File: src/rtl/am_demodulator.sv
// AM envelope demodulator: full-wave rectify, boxcar-decimate by 2^DECIM_LOG2,
// then subtract a leaky-integrator estimate of the carrier level.
module am_demodulator #(
    parameter int DECIM_LOG2 = 6,
    parameter int DC_SHIFT   = 10
) (
    input  logic               clk,
    input  logic               reset,
    input  logic               in_valid,
    input  logic [7:0]         in,
    output logic               out_valid,
    output logic signed [15:0] out,
    output logic [15:0]        carrier_level
);

    localparam int AW = 8 + DECIM_LOG2 + 1;
    localparam int DW = 16 + DC_SHIFT;

    // Stage 1: offset-binary to signed
    logic signed [8:0] s1_q;
    logic              v1_q;

    // Stage 2: magnitude
    logic [8:0]        abs_s1;
    logic [7:0]        r2_q;
    logic              v2_q;

    // Stage 3: boxcar accumulator
    logic [AW-1:0]         acc_q, acc_d;
    logic [AW-1:0]         sum_q, sum_d;
    logic [DECIM_LOG2-1:0] cnt_q, cnt_d;
    logic                  env_valid_q, env_valid_d;

    // Stage 4: carrier tracking and output
    logic [17:0]              env_wide;
    logic [15:0]              env16;
    logic [15:0]              dc_old;
    logic signed [16:0]       diff;
    logic signed [15:0]       out_d, out_q;
    logic [DW-1:0]            dc_acc_q, dc_next;
    logic [15:0]              carrier_d, carrier_q;
    logic                     out_valid_q;

    assign abs_s1 = s1_q[8] ? (~s1_q + 9'd1) : s1_q;

    // NOTE: sequential state uses non-blocking assignments so every register
    // samples the pre-edge values of the others, giving a true pipeline.
    always_ff @(posedge clk) begin
        if (reset) begin
            v1_q <= 1'b0;
            s1_q <= '0;
            v2_q <= 1'b0;
            r2_q <= '0;
        end else begin
            v1_q <= in_valid;
            if (in_valid) begin
                s1_q <= $signed({1'b0, in}) - 9'sd128;
            end
            v2_q <= v1_q;
            r2_q <= abs_s1[7:0];
        end
    end

    // NOTE: every always_comb output gets a default first, so no path can
    // leave a signal unassigned and infer a latch.
    always_comb begin
        acc_d       = acc_q;
        cnt_d       = cnt_q;
        sum_d       = sum_q;
        env_valid_d = 1'b0;
        if (v2_q) begin
            if (cnt_q == '1) begin
                sum_d       = acc_q + AW'(r2_q);
                acc_d       = '0;
                cnt_d       = '0;
                env_valid_d = 1'b1;
            end else begin
                acc_d = acc_q + AW'(r2_q);
                cnt_d = cnt_q + 1'b1;
            end
        end
    end

    always_ff @(posedge clk) begin
        if (reset) begin
            acc_q       <= '0;
            cnt_q       <= '0;
            sum_q       <= '0;
            env_valid_q <= 1'b0;
        end else begin
            acc_q       <= acc_d;
            cnt_q       <= cnt_d;
            sum_q       <= sum_d;
            env_valid_q <= env_valid_d;
        end
    end

    // Block sum scaled to 16 bits; only an all-zero-input block reaches 65536.
    assign env_wide = 18'(sum_q) << (9 - DECIM_LOG2);
    assign env16    = (env_wide[17:16] != 2'b00) ? 16'hFFFF : env_wide[15:0];

    always_comb begin
        dc_old    = 16'(dc_acc_q >> DC_SHIFT);
        diff      = $signed({1'b0, env16}) - $signed({1'b0, dc_old});
        out_d     = diff[15:0];
        if (diff > 17'sd32767) begin
            out_d = 16'sh7FFF;
        end else if (diff < -17'sd32768) begin
            out_d = -16'sh8000;
        end
        // dc_acc never drops below dc_old << DC_SHIFT, so the subtraction is safe.
        dc_next   = dc_acc_q + DW'(env16) - DW'(dc_old);
        carrier_d = 16'(dc_next >> DC_SHIFT);
    end

    always_ff @(posedge clk) begin
        if (reset) begin
            dc_acc_q    <= '0;
            out_q       <= '0;
            carrier_q   <= '0;
            out_valid_q <= 1'b0;
        end else begin
            out_valid_q <= env_valid_q;
            if (env_valid_q) begin
                dc_acc_q  <= dc_next;
                out_q     <= out_d;
                carrier_q <= carrier_d;
            end
        end
    end

    assign out_valid     = out_valid_q;
    assign out           = out_q;
    assign carrier_level = carrier_q;

endmodule

File: config.mk
export PLATFORM = sky130hd
export DESIGN_NAME = am_demodulator
export DESIGN_NICKNAME = d
export VERILOG_FILES = /design/src/rtl/am_demodulator.sv
export SDC_FILE = /design/constraint.sdc
export NUM_CORES = 1
export LEC_CHECK = 0
export ABC_AREA = 0
export ABC_CLOCK_PERIOD_IN_PS = 5680
export CAP_MARGIN = 25
export CORE_UTILIZATION = 50
export CTS_CLUSTER_DIAMETER = 60
export CTS_CLUSTER_SIZE = 10
export DETAILED_ROUTE_END_ITERATION = 8
export DONT_BUFFER_PORTS = 1
export PLACE_DENSITY_LB_ADDON = 0.12
export SYNTH_ARGS = -nofsm -noshare
export SYNTH_HDL_FRONTEND = slang
export SYNTH_SLANG_ARGS = --single-unit
File: constraint.sdc
create_clock -name clk -period 5.68 [get_ports clk]
set_clock_uncertainty 0.05 [all_clocks]
set_input_delay 1.704 -clock clk [delete_from_list [all_inputs] [get_ports clk]]
set_output_delay 1.704 -clock clk [all_outputs]
set_load 0.02 [all_outputs]
# Word level (Yosys, flattened, before mapping)
# Index checks and enable logic that the tools add are counted.
totals:
  register_bits: 115
  latch_bits: 0
  mem_bits_rw: 0
  rom_bits: 0
  input_bits: 11
  wordCells: 34
  memories: 0
classes:
  addsub: 7
  multipliers: 0
  div_mod_pow: 0
  order_cmp: 2
  eq_ne: 1
  shifts: 0
  mux: 7
  bitwise_logic: 2
  n_reduce_logical: 3
op_table:
  columns: ["operator", "count"]
  rows:
  - ["$mux W16", 3]
  - ["$add A26 B16 Y26", 1]
  - ["$sub A26 B16 Y26", 1]
  - ["$gt A17 B16 Y1 const B", 1]
  - ["$lt A17 B16 Y1 const B", 1]
  - ["$sub A16 B16 Y17", 1]
  - ["$add A15 B8 Y15", 1]
  - ["$mux W15", 1]
  - ["$sub A8 B8 Y9 const B", 1]
  - ["$add A8 B1 Y8 const B", 1]
  - ["$mux W8", 1]
  - ["$not A8 Y8", 1]
  - ["$add A6 B1 Y6 const B", 1]
  - ["$eq A6 B6 Y1 const B", 1]
  - ["$mux W6", 1]
  - ["$reduce_and A2 Y1", 1]
  - ["$reduce_bool A2 Y1", 1]
  - ["$reduce_or A2 Y1", 1]
  - ["$mux W1", 1]
  - ["$not A1 Y1", 1]

# Depth between registers and ports, before layout
# Gate-level depths: netlist (run 1).
logic_depth:
  word_depth: 6
  depth_mapped: 15
  depth_no_buf: 14

# Worst setup path before layout (run 1)
# Ideal clock, no wire load.
synth_timing:
  path_kind: "register to register"
  from: "register sum_q[14]"
  to: "register dc_acc_q[22]"
  setup_ns: 0.095
  arrival_time_ns: 3.508
  t_required_ns: 5.535
  slack_ns: 2.027
  stages_incl_launch_ff: 16
  path_buffers: 1
  period_less_slack_ns: 3.653
  cell_sequence: "dfxtp_1 > or2_1 > buf_6 > clkinv_1 > xnor2_1 > ha_1 > or2_2 > ha_1 > nor2b_1 > o311ai_1 > a31oi_1 > a21oi_1 > a31oi_1 > o311a_1 > or4_1 > o311ai_1"
synth_via:
  elab_chain_len: 4
synth_lines:
  columns: ["item", "line_no", "rtl"]
  rows:
  - ["start, declared", "30", "logic [AW-1:0] sum_q, sum_d;"]
  - ["start signal, assigned", "93", "sum_q <= sum_d;"]
  - ["$reduce_bool A2 Y1", "100", "assign env16 = (env_wide[17:16] != 2'b00) ? 16'hFFFF : env_wide[15:0];"]
  - ["$mux W16", "100", null]
  - ["$add A26 B16 Y26", "112", "dc_next = dc_acc_q + DW'(env16) - DW'(dc_old);"]
  - ["$sub A26 B16 Y26", "112", null]
  - ["end signal, assigned", "125", "dc_acc_q <= dc_next;"]
  - ["end, declared", "40", "logic [DW-1:0] dc_acc_q, dc_next;"]
# No other way between the ends.
# A chain may end at the register's enable or synchronous reset.

# Worst setup path after layout (run 1)
layout_timing:
  from: "register sum_q[14]"
  to: "register dc_acc_q[24]"
# Same word-level chain as after synthesis.

==> results of run 1 <==
[worst max-delay path by stage]
stage	startpoint	endpoint	slack, ps	depth (start not counted)
after detailed placement	sum_q[14]	dc_acc_q[24]	1120	14
after CTS	sum_q[14]	dc_acc_q[24]	1110	14
after global placement	sum_q[14]	dc_acc_q[24]	1340	14
final	sum_q[14]	dc_acc_q[24]	1110	14
after global routing	sum_q[14]	dc_acc_q[24]	630	14
after floorplan	sum_q[14]	dc_acc_q[22]	2030	15
[cells in the mapped netlist, types with 4 or more instances]
library cell	instances	share of area
or2_2	7	0.0064
o21a_1	10	0.011
nor2_1	94	0.052
a21oi_1	43	0.032
a22oi_1	10	0.011
maj3_2	7	0.012
o211ai_1	5	0.0055
a211oi_2	7	0.013
xnor2_1	27	0.035
buf_4	16	0.018
nand2_1	58	0.032
and3_1	4	0.0037
a31oi_1	11	0.010
nand4_1	6	0.0055
nor3_1	12	0.0088
buf_1	4	0.0022
xor2_1	34	0.044
fa_1	16	0.047
or3_1	20	0.018
nand3_1	12	0.0088
or4_1	4	0.0044
nor2b_1	9	0.0083
inv_1	40	0.022
ha_1	52	0.096
nand2b_1	8	0.0074
dfxtp_1	98	0.29
a211oi_1	17	0.019
o21ai_0	42	0.031
mux2i_1	21	0.031
a21o_1	12	0.013
clkbuf_1	26	0.014
[per-layer routing]
metal  track usage  share of wire  vias to the layer above
li1              -              -                     2744
met1         0.293           0.44                     2573
met2         0.420           0.50                      100
met3        0.0425          0.035                       25
met4        0.0862          0.024                        0
met5             0              0                        -
[logic make-up after synthesis]
group / after synthesis
simple gates: 251
xor+xnor: 61
buf+inv: 91
mux: 22
compound gates: 197
fa+ha+maj: 78
flops: 98
[layout by cell type, fill, tap and decap left out, types with 6 or more instances in the layout]
cell type	netlist	routed
dfxtp_1	98	97
nor2_1	94	94
nand2_1	58	58
ha_1	52	52
a21oi_1	43	43
o21ai_0	42	42
inv_1	40	40
xor2_1	34	34
xnor2_1	27	27
mux2i_1	21	21
or3_1	20	20
a211oi_1	17	17
fa_1	16	16
a21o_1	12	12
nor3_1	12	12
nand3_1	12	12
a31oi_1	11	11
a22oi_1	10	10
o21a_1	10	10
nor2b_1	9	9
clkbuf_16	0	9
nand2b_1	8	8
or2_2	7	7
a211oi_2	7	7
maj3_2	7	7
nand4_1	6	6
[flip-flops by register name, summed over array words and instances, names as in the netlist]
register,count
out_valid,1
sum_q,15
env_valid_q,1
out,16
s1_q,8
acc_q,15
v2_q,1
r2_q,8
cnt_q,6
v1_q,1
dc_acc_q,26
[power by group]
part / switching, mW / leakage [nW] / internal, mW
combinational: 0.585 / 1.82 / 0.464
clock: 0.295 / 0.143 / 0.319
sequential: 0.0489 / 0.796 / 0.716
[critical path: cells and delay by family (launching register included)]
family / cells / cell delay, ps
AOI/OAI and AO/OA: 7 / 1940
xor gates and xnor gates: 1 / 210
adders and majority gates: 2 / 500
buffers and inverters: 1 / 350
DFF: 1 / 560
and+or+nand+nor: 3 / 840
[through the flow]
step,util,worst slack [ps]
6_report,0.536,1110
4_1_cts,0.536,1110
3_5_place_dp,0.514,1120
3_3_place_gp,0.512,1340
5_1_grt,0.536,632
2_1_floorplan,-,2030
[final cells by class]
cell class | instances | area, um2 | area share
Multi-Input combinational cell | 609 | 4420 | 0.622
Sequential cell | 98 | 1960 | 0.277
Clock buffer | 10 | 239 | 0.0337
Tap cell | 176 | 220 | 0.0310
Inverter | 41 | 154 | 0.0217
Clock inverter | 6 | 56.3 | 0.00793
Timing Repair Buffer | 6 | 48.8 | 0.00687
==> results.toml, run 1 <==
[grt]
antenna_found_initial = 0
grt_pass1_wl_um = 26900
grt_max_degree = 95
grt-ovfl-total = 0
grt_use_total = 0.240
grt_pass1_vias = 5434

[synthesis]
syn_nets = 877
ys_seq_elements = 98
syn-mean-instance-area_um2 = 8.52
synthArstFlopShare = 0
synthMuxAreaShare = 0.0326
synth_edf_count = 0
synth_top_family_by_area = "compound AO/OA/AOI/OAI gates"
syn_inst = 798
ys_warn_count = 0
ys_types = 69
synth_compound_area_frac = 0.205
synth_fa_ha_area_frac = 0.159
ys_seq_area_frac = 0.289
synth-xor-area-share = 0.0786
synth-simple-area-share = 0.174
syn_area_mm2 = 0.00680
synth_ff_type = "dfxtp_1"

[sta]
fin_setup_tns_ps = 0
period_minus_slack_ps = 4570
slew_headroom = 0.363
timing.fmax_mhz = 219
finalMaxSlewViolations = 0
rsz0062_at_grt = "no"
post-route-period-util = 0.804
hold_viol_final = 0
setup_viol = 0
hold_slack_ps = 409
tightest_slew_ps = 952

[power_and_ir_drop]
leakagePower_nw = 2.76
power.density_mw_per_mm2 = 342
vdd_drop_max_mv = 0.182
p_total_mw = 2.43

[run]
max-cap-violations = 0

[placed_design]
port_buffers = 0
dp.cells = 930
placed_cell_area_mm2 = 0.00680
gp_congestion = 0.879
dp_hpwl_um = 11900

[worst_setup_path]
r2r-start = "sum_q[14]"
r2r_slack_ps = 1110
cp.arrival_ps = 4750
crit_type = "register to register"
cp_slowest_stage_delay_ps = 560
r2r_end = "dc_acc_q[24]"
reg2reg_depth = 14
critical-path-slowest-cell = "dfxtp_1"
startpoint_type = "register"
path_cells = "or2_1, clkinv_1, xnor2_1, ha_1, or2_2, ha_1, nor2b_1, o311ai_1, a31oi_1, a21oi_1, a31oi_1, o311ai_0, a2111oi_0, a311o_1"
crit_path_end_kind = "register"
crit_fanout = 17
worst_ep_required_time_ps = 5870

[die]
core-area_mm2 = 0.0132
die_x_um = 119
die_y_um = 119
row_count = 42
die_area_mm2 = 0.0141
initial_core_util = 0.513
io_pins = 44

[cells_and_area]
fillCellCount = 1275
antenna_cells = 0
layoutNonFillerInstCount = 946
design_area_mm2 = 0.00710
drive_gt1_frac = 0.0701
area_growth_pct = 4.42
nets = 844

[clock_network]
cts_hold_repair.buffers = 0
insertion_delay_ps = 350
cts_resized = 0
cts.sinks = 98
htree_levels = 3
cts-root-buf = "clkbuf_16"
clkTransAtPathRegs_ps = 80
postCtsSetupBuffers = 0
cts_tree = "built"
cts_buffer_depth = 2
cts_buffers = 9

[worst_hold_path]
holdPathStages = 2
min_to = "sum_q[0]"
hold_class = "register to register"
min-delay-start = "sum_q[0]"

[routing]
drc_errors = 0
drt.antenna.violating_nets = 0
via_per_inst = 5.75
first_iter_violations = 314
wl_um = 15900
vias = 5442
wl_per_cell_um = 16.8
drt_first_pass_iters = 5

[run_status]
outcome = "completed"
Power figures use the tool's default switching activity.
==> run 2: changes to the inputs <==
--- a/config.mk
+++ b/config.mk
@@ -6,7 +6,7 @@
 export NUM_CORES = 1
 export LEC_CHECK = 0
 export ABC_AREA = 0
-export ABC_CLOCK_PERIOD_IN_PS = 5680
+export ABC_CLOCK_PERIOD_IN_PS = 3700
 export CAP_MARGIN = 25
 export CORE_UTILIZATION = 50
 export CTS_CLUSTER_DIAMETER = 60
==> constraint.sdc (replaced) <==
create_clock -name clk -period 3.7 [get_ports clk]
set_clock_uncertainty 0.05 [all_clocks]
set_input_delay 1.11 -clock clk [delete_from_list [all_inputs] [get_ports clk]]
set_output_delay 1.11 -clock clk [all_outputs]
set_load 0.02 [all_outputs]
==> results.toml, run 2 (synthesis results as in run 1) <==
[grt]
antenna_found_initial = 0
grt-ovfl-total = 0
grt_use_total = 0.241
grt_pass1_vias = 5291
grt_max_degree = 95
grt_pass1_wl_um = 26600

[worst_setup_path]
crit_family = "simple AND/OR/NAND/NOR gates"
critical-path-slowest-cell = "or4_4"
path_cells = "buf_6, or3_4, fa_1, ha_2, and2_1, or4_4, or3_1, o21ai_1, a31oi_2, o311a_1, or4_4, o311ai_2"
crit_fanout = 15
cp_num_cells = 12
crit_buf_inv = 1
cp_common_cell = "or4_4"
reg2reg_depth = 12
cp_slowest_stage_delay_ps = 490
cp.arrival_ps = 3830
r2r-start = "sum_q[14]"
r2r_slack_ps = 90
worst_ep_required_time_ps = 3910
crit_path_start = "sum_q[14]"
crit_path_end_kind = "register"
crit_type = "register to register"
startpoint_type = "register"

[sta]
post-route-period-util = 0.977
setup_viol = 0
rsz0062_at_grt = "yes"
tightest_slew_ps = 594
period_minus_slack_ps = 3610
slew_headroom = 0.600
timing.fmax_mhz = 277
hold_viol_final = 0
finalMaxSlewViolations = 0

[cells_and_area]
area_growth_pct = 9.74
final_util = 0.563
largest_reg_flops = 26
drive_gt1_frac = 0.132
top_register = "dc_acc_q"
final_common_cell = "dfxtp_1"
nets = 877
fillCellCount = 1242
design_area_mm2 = 0.00746
antenna_cells = 0
final_cell_mix = "95 x dfxtp_1, 94 x nor2_1, 58 x nand2_1"

[power_and_ir_drop]
leakagePower_nw = 2.94
vdd_drop_max_mv = 0.252
power.density_mw_per_mm2 = 528

[clock_network]
cts_tree = "built"
cts.sinks = 98
cts_hold_repair.buffers = 0
htree_levels = 3
clkTransAtPathRegs_ps = 70
cts_buffers = 9
insertion_delay_ps = 350
cts_buffer_depth = 2
cts-root-buf = "clkbuf_16"

[run_status]
outcome = "completed"

[worst_hold_path]
holdPathStages = 1
hold_class = "register to register"
min-delay-start = "v1_q"

[die]
initial_core_util = 0.513
die_area_mm2 = 0.0141
core-area_mm2 = 0.0132
row_count = 42
die_x_um = 119
io_pins = 44
die_y_um = 119

[placed_design]
dp_hpwl_um = 12900
placed_cell_area_mm2 = 0.00702
gp_congestion = 0.870
port_buffers = 0

[routing]
drc_errors = 0
first_iter_violations = 386
wl_per_cell_um = 17.0
wl_um = 16600
drt_first_pass_iters = 5
vias = 5554
via_per_inst = 5.68
drt.antenna.violating_nets = 0

[run]
max-cap-violations = 0
==> run 2: metrics by stage <==
step	std cells	setup TNS (ps)	worst slack (ps)	power (mW)	hold slack, ps
6_report	978	0	85.1	3.94	410
5_1_grt	978	-100	-72.8	4.19	433
4_1_cts	974	0	20.4	3.87	412
3_5_place_dp	959	-28.2	-28.2	2.88	400
3_3_place_gp	959	0	83.5	2.88	402
2_1_floorplan	798	0	46.8	2.51	364
==> run 2: where the power goes <==
part	switching (mW)	internal (mW)	total [mW]	leakage, nW
registers	0.0527	1.10	1.15	0.797
clock network	0.426	0.551	0.977	0.152
logic	0.978	0.834	1.81	1.99
==> run 2: routing by layer <==
| layer | global-route usage | routed length (um) | up-vias |
|---|---|---|---|
| met1 | 0.293 | 7660 | 2619 |
| met5 | 0 | 0 | - |
| li1 | - | - | 2810 |
| met2 | 0.409 | 7820 | 94 |
| met3 | 0.0362 | 531 | 31 |
| met4 | 0.126 | 587 | 0 |
==> run 2: repair_timing <==
item	CTS	global route
gates resized for setup	2	25
setup endpoints to repair	2	14
pin swaps	0	10
buffers inserted	0	4
endpoints found under the hold margin	0	0
==> run 2: path summary, 6_finish.rpt <==
kind,endpoint
setup reg to reg,dc_acc_q[22]
setup / recovery,dc_acc_q[22]
hold reg to reg,v2_q
hold / removal,v2_q
==> run 2: final cells by class <==
type	instances	area, um2	area share
Clock buffer	10	239	0.0320
Clock inverter	5	67.6	0.00906
Inverter	41	154	0.0206
Multi-Input combinational cell	609	4510	0.604
Sequential cell	98	1970	0.264
Tap cell	176	220	0.0295
Timing Repair Buffer	39	304	0.0408
==> run 3: changes to the inputs <==
--- a/config.mk
+++ b/config.mk
@@ -14,6 +14,7 @@
 export DETAILED_ROUTE_END_ITERATION = 8
 export DONT_BUFFER_PORTS = 1
 export PLACE_DENSITY_LB_ADDON = 0.12
+export SLEW_MARGIN = 20
 export SYNTH_ARGS = -nofsm -noshare
 export SYNTH_HDL_FRONTEND = slang
 export SYNTH_SLANG_ARGS = --single-unit
==> results of run 3 <==
Same layout as run 2: the final DEF is identical, and so are final timing and power.
